## config.mk

```make
export PLATFORM = sky130hd
export DESIGN_NAME = rs232_tx_arbiter
export DESIGN_NICKNAME = d
export VERILOG_FILES = /design/src/rtl/rs232_tx_arbiter.sv
export SDC_FILE = /design/constraint.sdc
export NUM_CORES = 1
export LEC_CHECK = 0
export CAP_MARGIN = 20
export CORE_MARGIN = 1
export CORE_UTILIZATION = 30
export DETAILED_ROUTE_END_ITERATION = 12
export PLACE_DENSITY_LB_ADDON = 0.2
export SYNTH_ARGS = -nofsm -noshare
export SYNTH_HDL_FRONTEND = slang
export SYNTH_SLANG_ARGS = --single-unit
```

## constraint.sdc

```tcl
create_clock -name clk -period 4.82 [get_ports clk]
set_input_delay 0.723 -clock clk [delete_from_list [all_inputs] [get_ports clk]]
set_output_delay 0.723 -clock clk [all_outputs]
set_load 0.02 [all_outputs]
```

## src/rtl/rs232_tx_arbiter.sv

```systemverilog
// rtl/rs232_tx_arbiter.sv - round-robin arbiter sharing one quick_rs232 transmitter between byte sources
module rs232_tx_arbiter #(
    parameter int NUM_REQ      = 4,
    parameter int HOLD_CYCLES  = 10,
    parameter int COPY_TIMEOUT = 65535
) (
    input  logic                 clk,
    input  logic                 rst,
    input  logic [NUM_REQ-1:0]   req_valid,
    input  logic [8*NUM_REQ-1:0] req_data,
    input  logic [NUM_REQ-1:0]   req_last,
    output logic [NUM_REQ-1:0]   req_ack,
    output logic [2:0]           grant_id,
    output logic                 busy,
    output logic                 tx_timeout,
    output logic                 tx_transaction,
    output logic [7:0]           tx_data,
    output logic                 tx_data_ready,
    input  logic                 tx_data_copied,
    input  logic                 tx_busy
);

    typedef enum logic [1:0] {S_IDLE, S_LOAD, S_HOLD, S_RELEASE} state_t;

    localparam logic [3:0]  NR         = 4'(NUM_REQ);
    localparam logic [2:0]  LAST_ID    = 3'(NUM_REQ - 1);
    localparam logic [15:0] COPY_LIMIT = 16'(COPY_TIMEOUT - 1);
    localparam logic [15:0] HOLD_LIMIT = 16'(HOLD_CYCLES - 1);

    state_t               state, state_next;
    logic                 lock, lock_next;
    logic [15:0]          cnt, cnt_next;
    logic [2:0]           grant_next;
    logic [7:0]           tx_data_next;
    logic                 tx_transaction_next, tx_data_ready_next, tx_timeout_next;
    logic [NUM_REQ-1:0]   req_ack_next;

    logic [2:0]           start_id, search_id, pick_id;
    logic [NUM_REQ-1:0]   scan;
    logic [3:0]           off, sum;
    logic                 found, locked_ok, pick_any, pick_last, do_capture;
    logic [7:0]           pick_data;

    assign busy = (state != S_IDLE);

    // Rotate the request vector so the search always begins just after the last grant.
    always_comb begin
        start_id = (grant_id >= LAST_ID) ? 3'd0 : grant_id + 3'd1;
        scan     = NUM_REQ'({req_valid, req_valid} >> start_id);
        found    = 1'b0;
        off      = '0;
        for (int k = 0; k < NUM_REQ; k++) begin
            if (!found && scan[0]) begin
                found = 1'b1;
                off   = 4'(k);
            end
            scan = scan >> 1;
        end
        sum = {1'b0, start_id} + off;
        if (sum >= NR) begin
            sum = sum - NR;
        end
        search_id = sum[2:0];
    end

    always_comb begin
        locked_ok = lock & 1'(req_valid >> grant_id);
        pick_id   = locked_ok ? grant_id : search_id;
        pick_any  = locked_ok | found;
        pick_data = 8'(req_data >> {pick_id, 3'b000});
        pick_last = 1'(req_last >> pick_id);
    end

    always_comb begin
        state_next          = state;
        lock_next           = lock;
        cnt_next            = cnt;
        grant_next          = grant_id;
        tx_data_next        = tx_data;
        tx_transaction_next = tx_transaction;
        tx_data_ready_next  = tx_data_ready;
        tx_timeout_next     = 1'b0;
        req_ack_next        = '0;
        do_capture          = 1'b0;

        case (state)
            S_IDLE: begin
                tx_transaction_next = 1'b0;
                do_capture          = pick_any;
            end
            S_LOAD: begin
                // A copy arriving on the expiry cycle wins over the timeout.
                if (tx_data_copied) begin
                    cnt_next   = '0;
                    state_next = S_HOLD;
                end else if (cnt == COPY_LIMIT) begin
                    tx_timeout_next     = 1'b1;
                    tx_data_ready_next  = 1'b0;
                    tx_transaction_next = 1'b0;
                    lock_next           = 1'b0;
                    cnt_next            = '0;
                    state_next          = S_IDLE;
                end else begin
                    cnt_next = cnt + 16'd1;
                end
            end
            S_HOLD: begin
                if (cnt == HOLD_LIMIT) begin
                    tx_data_ready_next = 1'b0;
                    cnt_next           = '0;
                    state_next         = S_RELEASE;
                end else begin
                    cnt_next = cnt + 16'd1;
                end
            end
            S_RELEASE: begin
                if (!tx_busy) begin
                    if (locked_ok) begin
                        do_capture = 1'b1;
                    end else begin
                        tx_transaction_next = 1'b0;
                        state_next          = S_IDLE;
                    end
                end
            end
            default: state_next = S_IDLE;
        endcase

        if (do_capture) begin
            tx_data_next        = pick_data;
            grant_next          = pick_id;
            req_ack_next        = (NUM_REQ)'(1) << pick_id;
            lock_next           = ~pick_last;
            tx_transaction_next = 1'b1;
            tx_data_ready_next  = 1'b1;
            cnt_next            = '0;
            state_next          = S_LOAD;
        end
    end

    always_ff @(posedge clk or posedge rst) begin
        if (rst) begin
            state          <= S_IDLE;
            lock           <= 1'b0;
            cnt            <= '0;
            grant_id       <= LAST_ID;
            tx_data        <= '0;
            tx_transaction <= 1'b0;
            tx_data_ready  <= 1'b0;
            tx_timeout     <= 1'b0;
            req_ack        <= '0;
        end else begin
            state          <= state_next;
            lock           <= lock_next;
            cnt            <= cnt_next;
            grant_id       <= grant_next;
            tx_data        <= tx_data_next;
            tx_transaction <= tx_transaction_next;
            tx_data_ready  <= tx_data_ready_next;
            tx_timeout     <= tx_timeout_next;
            req_ack        <= req_ack_next;
        end
    end

endmodule

```

Word-level counts from Yosys, hierarchy flattened
Index checks and enable logic that the tools add are counted.
Widths: inputs -> output; s select.
{"block": "totals", "latch_bits": 0, "in_bits": 44, "elab_cells": 92, "reg_bits": 37, "output_inout_bits": 19, "ramBits": 0, "memories": 0, "mem_bits_ro": 0}
{"block": "classes", "reduce_logical": 17, "n_addsub": 4, "n_div": 0, "eq_ne": 12, "multipliers": 0, "n_shift": 5, "bitwise_logic": 3, "muxes": 40, "magnitude_cmp": 2}
{"operator": "$mux 16", "count": 4}
{"operator": "$pmux 16 s2", "count": 1}
{"operator": "$shr 32x6->8", "count": 1}
{"operator": "$mux 1", "count": 19}
{"operator": "$add 16x1->16 const B", "count": 1}
{"operator": "$eq 16x16->1 const B", "count": 1}
{"operator": "$eq 16x4->1 const B", "count": 1}
{"operator": "$mux 2", "count": 8}
{"operator": "$ne 3x3->1 const B", "count": 5}
{"operator": "$reduce_and 5->1", "count": 2}
{"operator": "$mux 3", "count": 3}
{"operator": "$reduce_bool 4->1", "count": 2}
{"operator": "$shr 4x3->1", "count": 2}
{"operator": "$shr 8x3->4", "count": 1}
{"operator": "$pmux 2 s3", "count": 1}
{"operator": "$reduce_bool 2->1", "count": 3}
{"operator": "$add 3x2->4", "count": 1}
{"operator": "$eq 2x2->1 const B", "count": 2}
{"operator": "$ge 4x3->1 const B", "count": 1}
{"operator": "$mux 4", "count": 1}
{"operator": "$ne 4x4->1 const B", "count": 1}
{"operator": "$pmux 1 s2", "count": 2}
{"operator": "$reduce_and 4->1", "count": 1}
{"operator": "$shl 1x3->4 const A", "count": 1}
{"operator": "14 further kinds", "count": 18}

Depth between registers and ports, before layout
Gate-level depths: netlist of the first run.
{"block": "depth", "depth_word": 20, "depth_mapped": 17, "ltp_nobuf": 16}

Worst setup path before layout of the first run
OpenSTA, ideal clock, no wires.
{"block": "synth_path", "kind": "register -> register", "start": "register grant_id[0]", "end": "register tx_data[0]", "period_less_slack_ns": 4.159, "arrival_ns": 4.038, "path_buffers": 1, "setup_slack_ns": 0.661, "setup_time_ns": 0.121, "path_stages_with_launch": 16, "required_ns": 4.699, "cell_sequence": "dfstp_2 -> ha_1 -> ha_1 -> a211oi_2 -> nand2_1 -> clkinv_1 -> o22ai_1 -> nor2b_1 -> o311ai_0 -> o21ai_0 -> ha_1 -> a221o_1 -> a22oi_4 -> buf_6 -> mux4_2 -> a22o_1"}
{"block": "synth_between", "elab_chain_len": 18, "elab_cells_between_ends": 29, "cone_classes": "add/sub: 3; order compare: 2; shift: 3; mux: 13; bitwise: 2; reduce/logical: 6"}
{"element": "from (decl)", "line": "13", "source": "output logic [2:0] grant_id,"}
{"element": "from (signal assigned)", "line": "156", "source": "grant_id <= grant_next;"}
{"element": "$add 3x1->3 / $ge 3x2->1 (equally long branches)", "line": "48", "source": "start_id = (grant_id >= LAST_ID) ? 3'd0 : grant_id + 3'd1;"}
{"element": "$mux 3", "line": "48"}
{"element": "$shr 8x3->4", "line": "49", "source": "scan = NUM_REQ'({req_valid, req_valid} >> start_id);"}
{"element": "$mux 1", "line": "53", "source": "if (!found && scan[0]) begin"}
{"element": "$logic_not 1->1", "line": "53"}
{"element": "$logic_and 1x1->1", "line": "53"}
{"element": "$mux 1", "line": "53"}
{"element": "$logic_not 1->1", "line": "53"}
{"element": "(+2 left out)"}
{"element": "$logic_not 1->1", "line": "53"}
{"element": "$logic_and 1x1->1", "line": "53"}
{"element": "$mux 2", "line": "53"}
{"element": "$add 3x2->4", "line": "59", "source": "sum = {1'b0, start_id} + off;"}
{"element": "$ge 4x3->1 / $sub 3x3->3 (equally long branches)", "line": "60, 61"}
{"element": "$mux 3", "line": "60", "source": "if (sum >= NR) begin"}
{"element": "$mux 3", "line": "68", "source": "pick_id = locked_ok ? grant_id : search_id;"}
{"element": "$shr 32x6->8", "line": "70", "source": "pick_data = 8'(req_data >> {pick_id, 3'b000});"}
{"element": "to (signal assigned)", "line": "157", "source": "tx_data <= tx_data_next;"}
{"element": "to (decl)", "line": "17", "source": "output logic [7:0] tx_data,"}
Several ways; a longest one is shown, not always the timed one.
A chain may end at the register's enable or synchronous reset.

Worst setup path after layout of the first run
{"block": "layout_path", "start": "register grant_id[1]", "end": "register tx_data[1]"}
Same word-level chain as after synthesis.

==> results.sh, run 1 <==
export IMPL_status="finished, final reports clean"
export IMPL_synth_area_leaders="dfrtp_1 (32%), mux4_2 (6.6%), ha_1 (5.5%)"
export IMPL_hold_path_class="reg2reg"
export IMPL_firstDrtPassIters=4
export IMPL_grt_use_total=0.165
export IMPL_rsz0062_at_grt="false"
export IMPL_dieWidth_um=97.2
export IMPL_port_buffer_count=62
export IMPL_drive_gt1_frac=0.127
export IMPL_die_area_um2=9440
export IMPL_dpl_hpwl_um=5450
export IMPL_synthArstFlopShare=1.00
export IMPL_grt_pass1_wl_um=12700
export IMPL_synth_edf_count=0
export IMPL_cts_tree="done"
export IMPL_routed_wl_um=7490
export IMPL_clkLatencyLatePin_ps=300
export IMPL_p_leak_nw=1.47
export IMPL_crit_required_ps=5010
export IMPL_drt_wirelength_per_cell_um=16.8
export IMPL_antennaDiodeCount=0
export IMPL_drt_initial_drc_count=100
export IMPL_yosys_register_bits=37
export IMPL_hold_viol=0
export IMPL_die_y_um=97.2
export IMPL_antenna_found_initial=0
export IMPL_maxSlewViolCount=0
export IMPL_ys_types=67
export IMPL_syn_nets=332
export IMPL_crit_path_end_kind="flop"
export IMPL_clock_path_buffers=2
export IMPL_syn_inst=275
export IMPL_io_pins=63
export IMPL_cts_clk_slew_worst_paths_ps=90
export IMPL_pre_cts_slack_ps=290
export IMPL_cap_violations=0
export IMPL_grt_start_max_net_pins=38
export IMPL_clock_fmax_mhz=232
export IMPL_nNetsFinal=395
export IMPL_cts_buffers=5
export IMPL_antenna_left=0
export IMPL_viasPerCell=5.56
export IMPL_setup_viol=0
export IMPL_area_growth_pct=31.6
export IMPL_fill_cells=855
export IMPL_path_buf_inv=1
export IMPL_synth_seq_area_share=0.342
export IMPL_grt_overflow=0
export IMPL_yosysTopAreaCellShare=0.322
export IMPL_syn_avg_cell_area_um2=9.88
export IMPL_syn_area_um2=2720
export IMPL_p_per_area_nw_per_um2=206
export IMPL_start_util=0.310
export IMPL_relSlewSlack=0.473
export IMPL_cts_sinks=37
export IMPL_crit_slowest_cell="dfstp_2"
export IMPL_crit_fanout=9
export IMPL_ys_warnings_count=0
export IMPL_fin_skew_ps=7.50
export IMPL_clock_root_buffer="clkbuf_8"
export IMPL_crit_type="reg2reg"
export IMPL_h_tree_depth=2
export IMPL_row_count=34
export IMPL_whs_ps=506
export IMPL_drc=0
export IMPL_fin_ws_ps=504
export IMPL_max_vdd_ir_drop_v=0.000121
export IMPL_grt_pass1_vias=2489
export IMPL_crit_arrival_ps=4510
export IMPL_slowest_delay_ps=610
export IMPL_crit_chain="ha_1 -> ha_1 -> a211oi_2 -> nand2_1 -> clkinv_1 -> o22ai_1 -> nor2b_1 -> o311ai_0 -> o21ai_0 -> ha_1 -> fa_1 -> nand2_1 -> nand2_1 -> mux4_2 -> a22o_1"
export IMPL_worst_pin_slew_ps=790
export IMPL_fin_tns_setup_ps=0
export IMPL_min_period_over_period=0.895
export IMPL_cts_resized=0
export IMPL_cp_start_kind="flop"
export IMPL_vias=2484
export IMPL_min_period_ps=4320
export IMPL_ys_top_cells_by_count="dfrtp_1 (35), nor2_1 (23), nand2_1 (20)"
export IMPL_gp_congestion=0.812
export IMPL_synth_ff_type="dfrtp_1"
export IMPL_yosysTopAreaCell="dfrtp_1"
export IMPL_core_area_um2=8760
export IMPL_synth_most_common_cell="dfrtp_1"
export IMPL_utilization=0.408
export IMPL_critical_path_top_delay_family="adder cells"
==> where the power goes <==
part / internal [mW] / total (mW) / switching, mW
Combinational: 0.0580 / 0.0957 / 0.0377
Sequential: 0.310 / 0.310 / 0
Clock: 0.206 / 0.330 / 0.125
==> placed cells by master (no fill, tap or decap), types with 3 or more instances in the layout <==
master / count
a21oi_1: 11
a22o_1: 8
a311oi_1: 13
a31oi_1: 4
buf_4: 5
clkbuf_8: 5
clkdlybuf4s50_1: 62
dfrtp_1: 35
ha_1: 12
inv_1: 12
mux2i_1: 5
mux4_2: 8
nand2_1: 20
nand2b_1: 5
nand3_1: 11
nand4_1: 5
nor2_1: 23
nor2b_1: 4
nor3_1: 4
nor3b_2: 3
o21ai_0: 15
o21ai_1: 4
o31a_1: 3
==> worst paths after layout <==
check,cells after the start,from,endpoint,slack [ps]
hold / removal,2,tx_data_ready,tx_data_ready,510
max in group asynchronous,3,rst,grant_id[0],3600
hold reg to reg,2,tx_data_ready,tx_data_ready,510
setup / recovery,15,grant_id[1],tx_data[1],500
setup reg to reg,15,grant_id[1],tx_data[1],500
min in group asynchronous,3,rst,tx_data[2],840
==> per-stage QoR <==
| step | total power, mW | std cells | cell area [um2] |
|---|---|---|---|
| global placement | 0.409 | 437 | 3410 |
| detailed placement | 0.410 | 438 | 3420 |
| global route | 0.770 | 447 | 3580 |
| CTS | 0.745 | 446 | 3560 |
| finish | 0.736 | 447 | 3580 |
| floorplan | 0.363 | 275 | 2720 |
==> final cells by class <==
cell class,instances,area [um2],share of cell area
clock buffer,5,68.8,0.0192
clock inverter,3,65.1,0.0182
inverter,13,48.8,0.0136
multi-input combinational,213,1650,0.462
sequential,37,928,0.260
tap,108,135,0.0378
timing repair buffer,68,678,0.190
==> worst reg2reg max path, delay by kind of cell (launching register included) <==
| family | cells | cell delay (ps) |
|---|---|---|
| DFF | 1 | 610 |
| muxes | 1 | 360 |
| and+or+nand+nor | 4 | 700 |
| adders and majority gates | 4 | 1260 |
| AOI/OAI and AO/OA | 5 | 1120 |
| buffers and inverters | 1 | 150 |
==> state kept, by name, summed over array words and instances (netlist names) <==
| signal | count |
|---|---|
| cnt | 16 |
| tx_data | 8 |
| req_ack | 4 |
| grant_id | 3 |
| state | 2 |
| lock | 1 |
| tx_data_ready | 1 |
| tx_timeout | 1 |
| tx_transaction | 1 |
==> logic make-up after synthesis <==
group	after synthesis	synth area share
mux	15	0.0930
simple gates	103	0.223
compound gates	82	0.229
flops	37	0.342
fa+ha+maj	13	0.0626
buf+inv	25	0.0506
==> repair_timing <==
action / 4_1_cts / 5_1_grt
setup buffers: 0 / 1
hold buffers: 0 / 0
endpoints found under the setup margin: 0 / 1
==> routing by layer <==
layer / up-vias / track usage / wire length, um
met2: 63 / 0.276 / 3570
met4: 0 / 0.0310 / 50
met3: 4 / 0.0374 / 386
met1: 1231 / 0.217 / 3480
li1: 1186 / - / -
met5: - / 0 / 0
Power figures use the tool's default switching activity.
==> inputs of run 2 (changes only) <==
Settings changed: RECOVER_POWER set to 25.
==> run 2 against run 1 <==
The flow now finishes with violations (capacitance limit, slew limit); die area did not move; power is essentially flat; clock power about the same; maximum frequency hardly changed; wire length about the same; sequential share of layout area about the same; via count is 0.16% lower; worst hold slack is the same; flip-flop and latch count stayed put; clock skew about the same; design area down 0.10%.
==> results.sh, run 2 (synthesized netlist as in run 1, its figures left out) <==
export IMPL_firstDrtPassIters=4
export IMPL_maxSlewViolCount=38
export IMPL_grt_use_total=0.165
export IMPL_violations="capacitance limit, slew limit"
export IMPL_routed_wl_um=7490
export IMPL_grt_start_max_net_pins=38
export IMPL_drive_gt1_frac=0.124
export IMPL_die_area_um2=9440
export IMPL_cap_violations=1
export IMPL_cts_sinks=37
export IMPL_pre_cts_slack_ps=290
export IMPL_p_leak_nw=1.46
export IMPL_fin_ws_ps=505
export IMPL_gp_congestion=0.812
export IMPL_cts_clk_slew_worst_paths_ps=90
export IMPL_grt_pass1_vias=2489
export IMPL_hold_path_class="reg2reg"
export IMPL_antenna_left=0
export IMPL_fin_skew_ps=7.65
export IMPL_cp_start_kind="flop"
export IMPL_final_cell_mix="clkdlybuf4s50_1 (61), dfrtp_1 (35), nor2_1 (23), nand2_1 (20), o21ai_0 (15)"
export IMPL_io_pins=63
export IMPL_dpl_hpwl_um=5450
export IMPL_clock_root_buffer="clkbuf_8"
export IMPL_crit_arrival_ps=4510
export IMPL_area_growth_pct=31.4
export IMPL_top_register="cnt"
export IMPL_slowest_delay_ps=610
export IMPL_drc=0
export IMPL_crit_path_end_kind="flop"
export IMPL_port_buffer_count=62
export IMPL_cts_tree="done"
export IMPL_core_area_um2=8760
export IMPL_reg_top3="cnt x16, tx_data x8, req_ack x4"
export IMPL_die_y_um=97.2
export IMPL_h_tree_depth=2
export IMPL_clkLatencyLatePin_ps=300
export IMPL_worst_pin_slew_ps=2140
export IMPL_crit_required_ps=5010
export IMPL_crit_chain="ha_1 -> ha_1 -> a211oi_2 -> nand2_1 -> clkinv_1 -> o22ai_1 -> nor2b_1 -> o311ai_0 -> o21ai_0 -> ha_1 -> fa_1 -> nand2_1 -> nand2_1 -> mux4_2 -> a22o_1"
export IMPL_max_vdd_ir_drop_v=0.000121
export IMPL_drt_wirelength_per_cell_um=16.8
export IMPL_drt_initial_drc_count=100
export IMPL_viasPerCell=5.55
export IMPL_nNetsFinal=395
export IMPL_dieWidth_um=97.2
export IMPL_relSlewSlack=-0.429
export IMPL_vias=2480
export IMPL_status="finished, violations left"
export IMPL_mostFrequentLayoutCell="clkdlybuf4s50_1"
export IMPL_setup_viol=0
export IMPL_hold_viol=0
export IMPL_clock_path_buffers=2
export IMPL_crit_type="reg2reg"
export IMPL_row_count=34
export IMPL_min_period_ps=4320
export IMPL_grt_pass1_wl_um=12700
export IMPL_cts_buffers=5
export IMPL_grt_overflow=0
export IMPL_antenna_found_initial=0
export IMPL_clock_fmax_mhz=232
export IMPL_crit_slowest_cell="dfstp_2"
export IMPL_largest_register_ffs=16
export IMPL_rsz0062_at_grt="false"
export IMPL_start_util=0.310
export IMPL_crit_fanout=9
export IMPL_min_period_over_period=0.895
export IMPL_path_buf_inv=1
export IMPL_fin_tns_setup_ps=0
export IMPL_p_per_area_nw_per_um2=206
export IMPL_antennaDiodeCount=0
export IMPL_critical_path_top_delay_family="adder cells"
-- run 2: cell type report --
| class | count | area, um2 |
|---|---|---|
| Sequential cell | 37 | 928 |
| Inverter | 13 | 48.8 |
| Multi-Input combinational cell | 213 | 1650 |
| Timing Repair Buffer | 68 | 674 |
| Tap cell | 108 | 135 |
| Clock buffer | 5 | 68.8 |
| Fill cell | 857 | 5190 |
| Clock inverter | 3 | 65.1 |
-- run 2: path summary, 6_finish.rpt --
| path | from | end | slack (ps) | depth (start not counted) |
|---|---|---|---|---|
| setup / recovery | grant_id[1] | tx_data[1] | 500 | 15 |
| hold / removal | tx_data_ready | tx_data_ready | 510 | 2 |
| setup reg to reg | grant_id[1] | tx_data[1] | 500 | 15 |
| hold reg to reg | tx_data_ready | tx_data_ready | 510 | 2 |
| max in group asynchronous | rst | cnt[5] | 1950 | 3 |
| min in group asynchronous | rst | tx_data[2] | 1640 | 3 |
-- run 2: per-stage QoR --
step / util / hold WS, ps / instances / power (mW) / cell area, um2
6_report: 0.408 / 506 / 447 / 0.736 / 3570
5_1_grt: 0.408 / 530 / 447 / 0.770 / 3570
4_1_cts: 0.406 / 518 / 446 / 0.745 / 3560
3_5_place_dp: 0.390 / 497 / 438 / 0.410 / 3420
3_3_place_gp: 0.390 / 488 / 437 / 0.409 / 3410
2_1_floorplan: - / 473 / 275 / 0.363 / 2720
-- run 2: repair_timing --
| action | in CTS | in global routing |
|---|---|---|
| setup buffers | 0 | 1 |
| hold endpoints to repair | 0 | 0 |
| gates resized for setup | 0 | 0 |
| hold buffers | 0 | 0 |
| setup endpoints to repair | 0 | 1 |
-- run 2: worst reg2reg max path, stage by stage (launching register included) --
cell and delay [ps]:
dfstp_2 610, ha_1 170, ha_1 330, a211oi_2 110
nand2_1 160, clkinv_1 150, o22ai_1 320, nor2b_1 130
o311ai_0 330, o21ai_0 150, ha_1 240, fa_1 520
nand2_1 80, nand2_1 330, mux4_2 360, a22o_1 210
-- run 2: per-layer routing --
layer  part of all wire  vias up  GRT usage
li1                   -     1186          -
met1               0.46     1227      0.217
met2               0.48       63      0.276
met3              0.052        4     0.0374
met4             0.0067        0     0.0310
met5                  0        -          0
-- run 2: power breakdown --
group	total (mW)	leakage (nW)	switching, mW	internal, mW
Clock	0.330	0.0681	0.125	0.206
Sequential	0.310	0.469	0	0.310
Combinational	0.0951	0.928	0.0377	0.0575
